--- src/rtl/ysyx_23060187_ifu_pkg.sv ---
// Shared definitions for the instruction fetch unit: state encoding,
// reset PC default, instruction width and the canonical NOP word.
package ysyx_23060187_ifu_pkg;

    typedef enum logic [2:0] {
        ST_IDLE = 3'd0,
        ST_REQ  = 3'd1,
        ST_WAIT = 3'd2,
        ST_HOLD = 3'd3,
        ST_HALT = 3'd4
    } ifu_state_t;

    localparam logic [31:0] RESET_PC_DEFAULT = 32'h8000_0000;
    localparam int          INST_W           = 32;
    localparam logic [31:0] NOP              = 32'h0000_0013;

endpackage

--- src/rtl/ysyx_23060187_ifu_pc.sv ---
// PC register of the fetch unit: next-PC mux (pc+4 or jump target) and
// the misaligned-target check. The PC only moves on a clean retire; a
// misaligned jump leaves it untouched so the faulting PC stays visible.
module ysyx_23060187_ifu_pc #(
    parameter int              ADDR_W   = 32,
    parameter logic [ADDR_W-1:0] RESET_PC = ADDR_W'(32'h8000_0000)
) (
    input  logic              clk,
    input  logic              rst,
    input  logic              retire,
    input  logic              jump,
    input  logic [ADDR_W-1:0] jump_target,
    output logic [ADDR_W-1:0] pc,
    output logic              misalign
);

    logic [ADDR_W-1:0] pc_next;

    // Next-PC selection and alignment check; pc+4 wraps naturally.
    always_comb begin
        misalign = jump && (jump_target[1:0] != 2'b00);
        pc_next  = jump ? jump_target : pc + ADDR_W'(4);
    end

    // PC register, updated only on a retire that is not a misaligned jump.
    always_ff @(posedge clk or posedge rst) begin
        if (rst) begin
            pc <= RESET_PC;
        end else if (retire && !misalign) begin
            pc <= pc_next;
        end
    end

endmodule

--- src/rtl/ysyx_23060187_ifu.sv ---
// Instruction fetch unit top: fetch FSM, memory request channel and the
// instruction handshake toward decode. One request outstanding at most.
// Optional performance counters are built when YSYX_23060187_IFU_PERF_EN
// is defined.
//
// Handshakes: a transfer happens on a rising edge where valid && ready.
// The valid side holds its payload stable until that edge and never
// depends combinationally on ready.
module ysyx_23060187_ifu
    import ysyx_23060187_ifu_pkg::*;
#(
    parameter int              ADDR_W   = 32,
    parameter logic [ADDR_W-1:0] RESET_PC = ADDR_W'(RESET_PC_DEFAULT)
) (
    input  logic              clk,
    input  logic              rst,
    output logic              mem_req_valid,
    input  logic              mem_req_ready,
    output logic [ADDR_W-1:0] mem_req_addr,
    input  logic              mem_resp_valid,
    input  logic [INST_W-1:0] mem_resp_data,
    input  logic              mem_resp_err,
    output logic              inst_valid,
    input  logic              inst_ready,
    output logic [INST_W-1:0] inst,
    output logic [ADDR_W-1:0] pc,
    input  logic              jump,
    input  logic [ADDR_W-1:0] jump_target,
    output logic              fetch_err,
`ifdef YSYX_23060187_IFU_PERF_EN
    output logic [63:0]       perf_fetch_cnt,
    output logic [63:0]       perf_stall_cnt,
`endif
    output logic [2:0]        dbg_state
);

    ifu_state_t state, state_next;
    logic       retire;
    logic       misalign;
    logic       resp_ok;
    logic       resp_fault;
    logic       jump_fault;

    ysyx_23060187_ifu_pc #(
        .ADDR_W   (ADDR_W),
        .RESET_PC (RESET_PC)
    ) u_pc (
        .clk         (clk),
        .rst         (rst),
        .retire      (retire),
        .jump        (jump),
        .jump_target (jump_target),
        .pc          (pc),
        .misalign    (misalign)
    );

    assign dbg_state = state;

    // State register.
    always_ff @(posedge clk or posedge rst) begin
        if (rst) begin
            state <= ST_IDLE;
        end else begin
            state <= state_next;
        end
    end

    // Next state, handshake outputs and qualified events.
    always_comb begin
        state_next    = state;
        mem_req_valid = 1'b0;
        mem_req_addr  = pc;
        inst_valid    = 1'b0;
        retire        = 1'b0;
        resp_ok       = 1'b0;
        resp_fault    = 1'b0;
        jump_fault    = 1'b0;
        case (state)
            ST_IDLE: state_next = ST_REQ;
            ST_REQ: begin
                mem_req_valid = 1'b1;
                if (mem_req_ready) state_next = ST_WAIT;
            end
            ST_WAIT: begin
                if (mem_resp_valid) begin
                    resp_ok    = !mem_resp_err;
                    resp_fault = mem_resp_err;
                    state_next = mem_resp_err ? ST_HALT : ST_HOLD;
                end
            end
            ST_HOLD: begin
                inst_valid = 1'b1;
                if (inst_ready) begin
                    retire     = 1'b1;
                    jump_fault = misalign;
                    state_next = misalign ? ST_HALT : ST_REQ;
                end
            end
            ST_HALT: state_next = ST_HALT;
            default: state_next = ST_IDLE;
        endcase
    end

    // Instruction capture on a good response; sticky error flag.
    always_ff @(posedge clk or posedge rst) begin
        if (rst) begin
            inst      <= '0;
            fetch_err <= 1'b0;
        end else begin
            if (resp_ok) inst <= mem_resp_data;
            if (resp_fault || jump_fault) fetch_err <= 1'b1;
        end
    end

`ifdef YSYX_23060187_IFU_PERF_EN
    // Saturating performance counters: good fetches and REQ/WAIT cycles.
    always_ff @(posedge clk or posedge rst) begin
        if (rst) begin
            perf_fetch_cnt <= '0;
            perf_stall_cnt <= '0;
        end else begin
            if (resp_ok && perf_fetch_cnt != '1)
                perf_fetch_cnt <= perf_fetch_cnt + 64'd1;
            if ((state == ST_REQ || state == ST_WAIT) && perf_stall_cnt != '1)
                perf_stall_cnt <= perf_stall_cnt + 64'd1;
        end
    end
`endif

endmodule

--- config.mk ---
export PLATFORM = sky130hd
export DESIGN_NAME = ysyx_23060187_ifu
export DESIGN_NICKNAME = d
export VERILOG_FILES = /design/src/rtl/ysyx_23060187_ifu_pkg.sv /design/src/rtl/ysyx_23060187_ifu_pc.sv /design/src/rtl/ysyx_23060187_ifu.sv
export SDC_FILE = /design/constraint.sdc
export NUM_CORES = 1
export LEC_CHECK = 0
export ABC_CLOCK_PERIOD_IN_PS = 2150
export BUFFER_PORTS_ARGS = -buffer_cell sky130_fd_sc_hd__buf_2
export CAP_MARGIN = 10
export CORE_MARGIN = 8
export CORE_UTILIZATION = 38
export DETAILED_ROUTE_END_ITERATION = 8
export GPL_TIMING_DRIVEN = 0
export HOLD_SLACK_MARGIN = 0.12
export PLACE_DENSITY = 0.82
export SLEW_MARGIN = 25
export SYNTH_ARGS = -nofsm -noshare
export SYNTH_HDL_FRONTEND = slang
export SYNTH_SLANG_ARGS = --single-unit
--- constraint.sdc ---
create_clock -name clk -period 2.15 [get_ports clk]
set_clock_uncertainty 0.15 [all_clocks]
set_input_delay 0.43 -clock clk [delete_from_list [all_inputs] [get_ports clk]]
set_output_delay 0.43 -clock clk [all_outputs]
set_load 0.03 [all_outputs]
==> run_results.csv <==
group,metric,value,unit
critical_path,cp_max_fo,10,
critical_path,cp-startpoint,"u_pc.pc[5]",
timing,setup_ws,0.0921,ns
critical_path,crit_path_end_kind,"flop",
routing,drt_iter0_markers,213,
power_and_ir_drop,power_leakage,2.49,nW
logic_synthesis,syn_area,3720,um^2
die,io_pins,173,
critical_path,critPathKind,"reg -> reg",
finish,finalNetCount,628,
finish,syn_to_final_growth,35.2,%
critical_path,cp-endpoint,"u_pc.pc[23]",
timing,max_freq,486,MHz
critical_path,reg2reg_to,"u_pc.pc[23]",
timing,maxSlewHeadroom,62.2,%
critical_path,start_kind,"flop",
logic_synthesis,yosysSeqAreaShare,45.8,%
logic_synthesis,ys_warn_count,0,
global_route,grt_max_degree,28,
die,die_w,115,um
clock_tree,clk_pin_slew,0.08,ns
routing,via_per_inst,5.30,
logic_synthesis,synth_fp_nets,443,
critical_path,r2r_slack,0.09,ns
critical_path,crit_cells,6,
die,start_util,38.6,%
finish,finish.utilization,52.1,%
finish,drive_above_1_share,50.1,%
critical_path,rr_startpoint,"u_pc.pc[5]",
clock_tree,clockRootBuffer,"clkbuf_8",
worst_hold_path,min_path_type,"in -> reg",
critical_path,slowest_stage,"dfrtp_1",
die,dieArea,13200,um^2
timing,drv_slew,0,
place,io_buffer_count,172,
critical_path,crit_chain,"and4_1 > buf_4 > nand4_1 > nor3_2 > a31oi_1 > o22a_1",
clock_tree,clkSinkCount,68,
logic_synthesis,syn_area_per_cell,10.0,um^2
clock_tree,cts_max_path_buffers,2,
logic_synthesis,synthCells,371,
critical_path,path_delay_family,"simple AND/OR/NAND/NOR gates",
finish,antenna_cells,0,
global_route,grt_pass1_wl,19.1,mm
routing,wl_per_cell,17.7,um
timing,hold_viol,0,
routing,firstDrtPassIters,6,
routing,ant_nets,0,
die,core_area,9640,um^2
logic_synthesis,synth_cell_types,45,
clock_tree,cts_tree,"done",
critical_path,path_buf_inv,1,
critical_path,cp_slowest_stage_delay,0.46,ns
timing,tightest_slew,0.567,ns
die,num_rows,36,
finish,finalInstanceArea,5020,um^2
clock_tree,insertion_delay,0.34,ns
place,placed_area,4790,um^2
critical_path,required,2.24,ns
critical_path,worstPathArrival,2.15,ns
clock_tree,htree_num_levels,3,
power_and_ir_drop,ir_drop,0.849,mV
power_and_ir_drop,p_per_area,1540,nW/um^2
timing,min_period,2.06,ns
die,fp.dieH,115,um
timing,post-route-period-util,95.7,%
run_status,status,"completed",
clock_tree,cts_buffers,9,
global_route,grt_pass1_vias,3825,
logic_synthesis,ys.flop_type,"dfrtp_1",
logic_synthesis,ys_ff_latch,68,
routing,via_count,3675,
critical_path,reg2reg_depth,6,
place,gp_congestion,0.925,
logic_synthesis,synth_edf_count,0,
global_route,grt_antenna_before_repair,2,
routing,drc,0,
global_route,grtUsageTotal,18.5,%
job,drv_cap,0,
place,hpwlAfterDp,9.48,mm
place,pre_cts_slack,-0.236,ns
routing,drt_wl_total,12.3,mm
timing,finalSetupViolCount,0,
logic_synthesis,async_reset_ff_share,100,%
global_route,grt-ovfl-total,0,
timing,rsz0062_at_grt,"true",
## cell usage in the layout (no fill, tap or decap), drive strengths merged, types with 4 or more instances in the layout
cell    synthesis  layout
mux2i           4       4
a31oi           5       5
o21a            4       4
nor3           11      11
nor3b           4       4
a21oi          20      20
nand4           8       8
o22a            4       4
nand2          16      16
o22ai           6       6
o21ai          23      23
nand3          19      19
buf            43     216
clkbuf         14      26
and3           11      11
a22oi           4       4
inv             8       7
and4            6       6
a311oi          4       4
mux2           32      32
nor2           21      21
dfrtp          67      67
## metrics by stage
stage               power (mW)  hold slack (ns)  TNS (ns)  std cells
CTS                       7.79            0.142         0        694
floorplan                 5.35            0.409         0        371
finish                    7.74            0.162         0        694
global route              8.16            0.142   -0.0737        694
detailed placement        6.66            0.291     -3.29        678
global placement          6.53            0.303     -2.07        676
## state kept, by name, indices dropped and copies added (netlist names)
signal,cells
dbg_state,3
fetch_err,1
inst,32
u_pc.pc,32
## cells in the mapped netlist, types with 2 or more instances
cell type	count	area [um^2]
a211oi_1	2	15.0
a21o_1	2	15.0
a21oi_1	20	100
a221o_1	2	20.0
a22oi_1	4	30.0
a311oi_1	4	35.0
a31oi_1	5	31.3
a32oi_1	3	26.3
a41o_1	3	30.0
and2_1	3	18.8
and3_1	11	68.8
and4_1	6	52.6
buf_2	8	40.0
buf_4	35	263
clkbuf_1	13	48.8
dfrtp_1	67	1680
inv_1	8	30.0
mux2_2	32	360
mux2i_1	4	40.0
nand2_1	16	60.1
nand2b_1	3	18.8
nand3_1	19	95.1
nand4_1	8	50.1
nor2_1	21	78.8
nor2b_1	3	18.8
nor3_1	11	55.1
nor3b_1	4	30.0
nor4_1	3	18.8
o21a_1	4	30.0
o21ai_0	23	115
o22a_1	4	35.0
o22ai_1	6	37.5
o311ai_0	2	17.5
## cell type report
class                           instances  area (um^2)
Timing Repair Buffer                  175          911
Multi-Input combinational cell        238         1640
Sequential cell                        68         1710
Tap cell                              133          166
Clock inverter                          4         47.5
Clock buffer                           12          155
Inverter                                8         33.8
Fill cell                             897         4620
Buffer                                 56          360
## layer usage
metal | part of all wire (%) | global-route usage [%] | up-vias
li1 | - | - | 1709
met4 | 1.2 | 6.92 | 4
met5 | 0.15 | 0 | -
met1 | 40 | 20.4 | 1736
met2 | 45 | 30.4 | 209
met3 | 14 | 8.88 | 17
## report_power, final
| part | internal (mW) | switching [mW] |
|---|---|---|
| Combinational | 1.49 | 2.70 |
| Sequential | 1.86 | 0.590 |
| Clock | 0.596 | 0.500 |
## cell families (layout without fill, tap and decap cells)
family,Yosys count,in the layout,synth area share [%]
buffers and inverters,65,255,10.4
AO/OA/AOI/OAI,88,88,15.5
multiplexers,36,36,10.8
AND/OR/NAND/NOR,113,113,17.2
adder cells (fa/ha/maj),1,1,0.337
flip-flops,68,68,45.8
## how the worst min path moves through the flow
stage	start	to	slack (ns)	cells past startpoint
after global placement	fetch_err	fetch_err	0.30	1
after CTS	mem_resp_data[1]	inst[1]	0.14	2
after floorplan	u_pc.pc[31]	u_pc.pc[31]	0.41	2
after detailed placement	rst	u_pc.pc[15]	0.29	2
final	mem_resp_data[1]	inst[1]	0.16	2
after global routing	mem_resp_data[1]	inst[1]	0.14	2
## timing repair
item	in CTS	in global routing
gates resized for setup	3	10
hold endpoints to repair	15	0
hold buffers	1	0
setup endpoints to repair	15	46
buffers inserted	0	0
No activity file was read; power rests on OpenSTA's default activity.
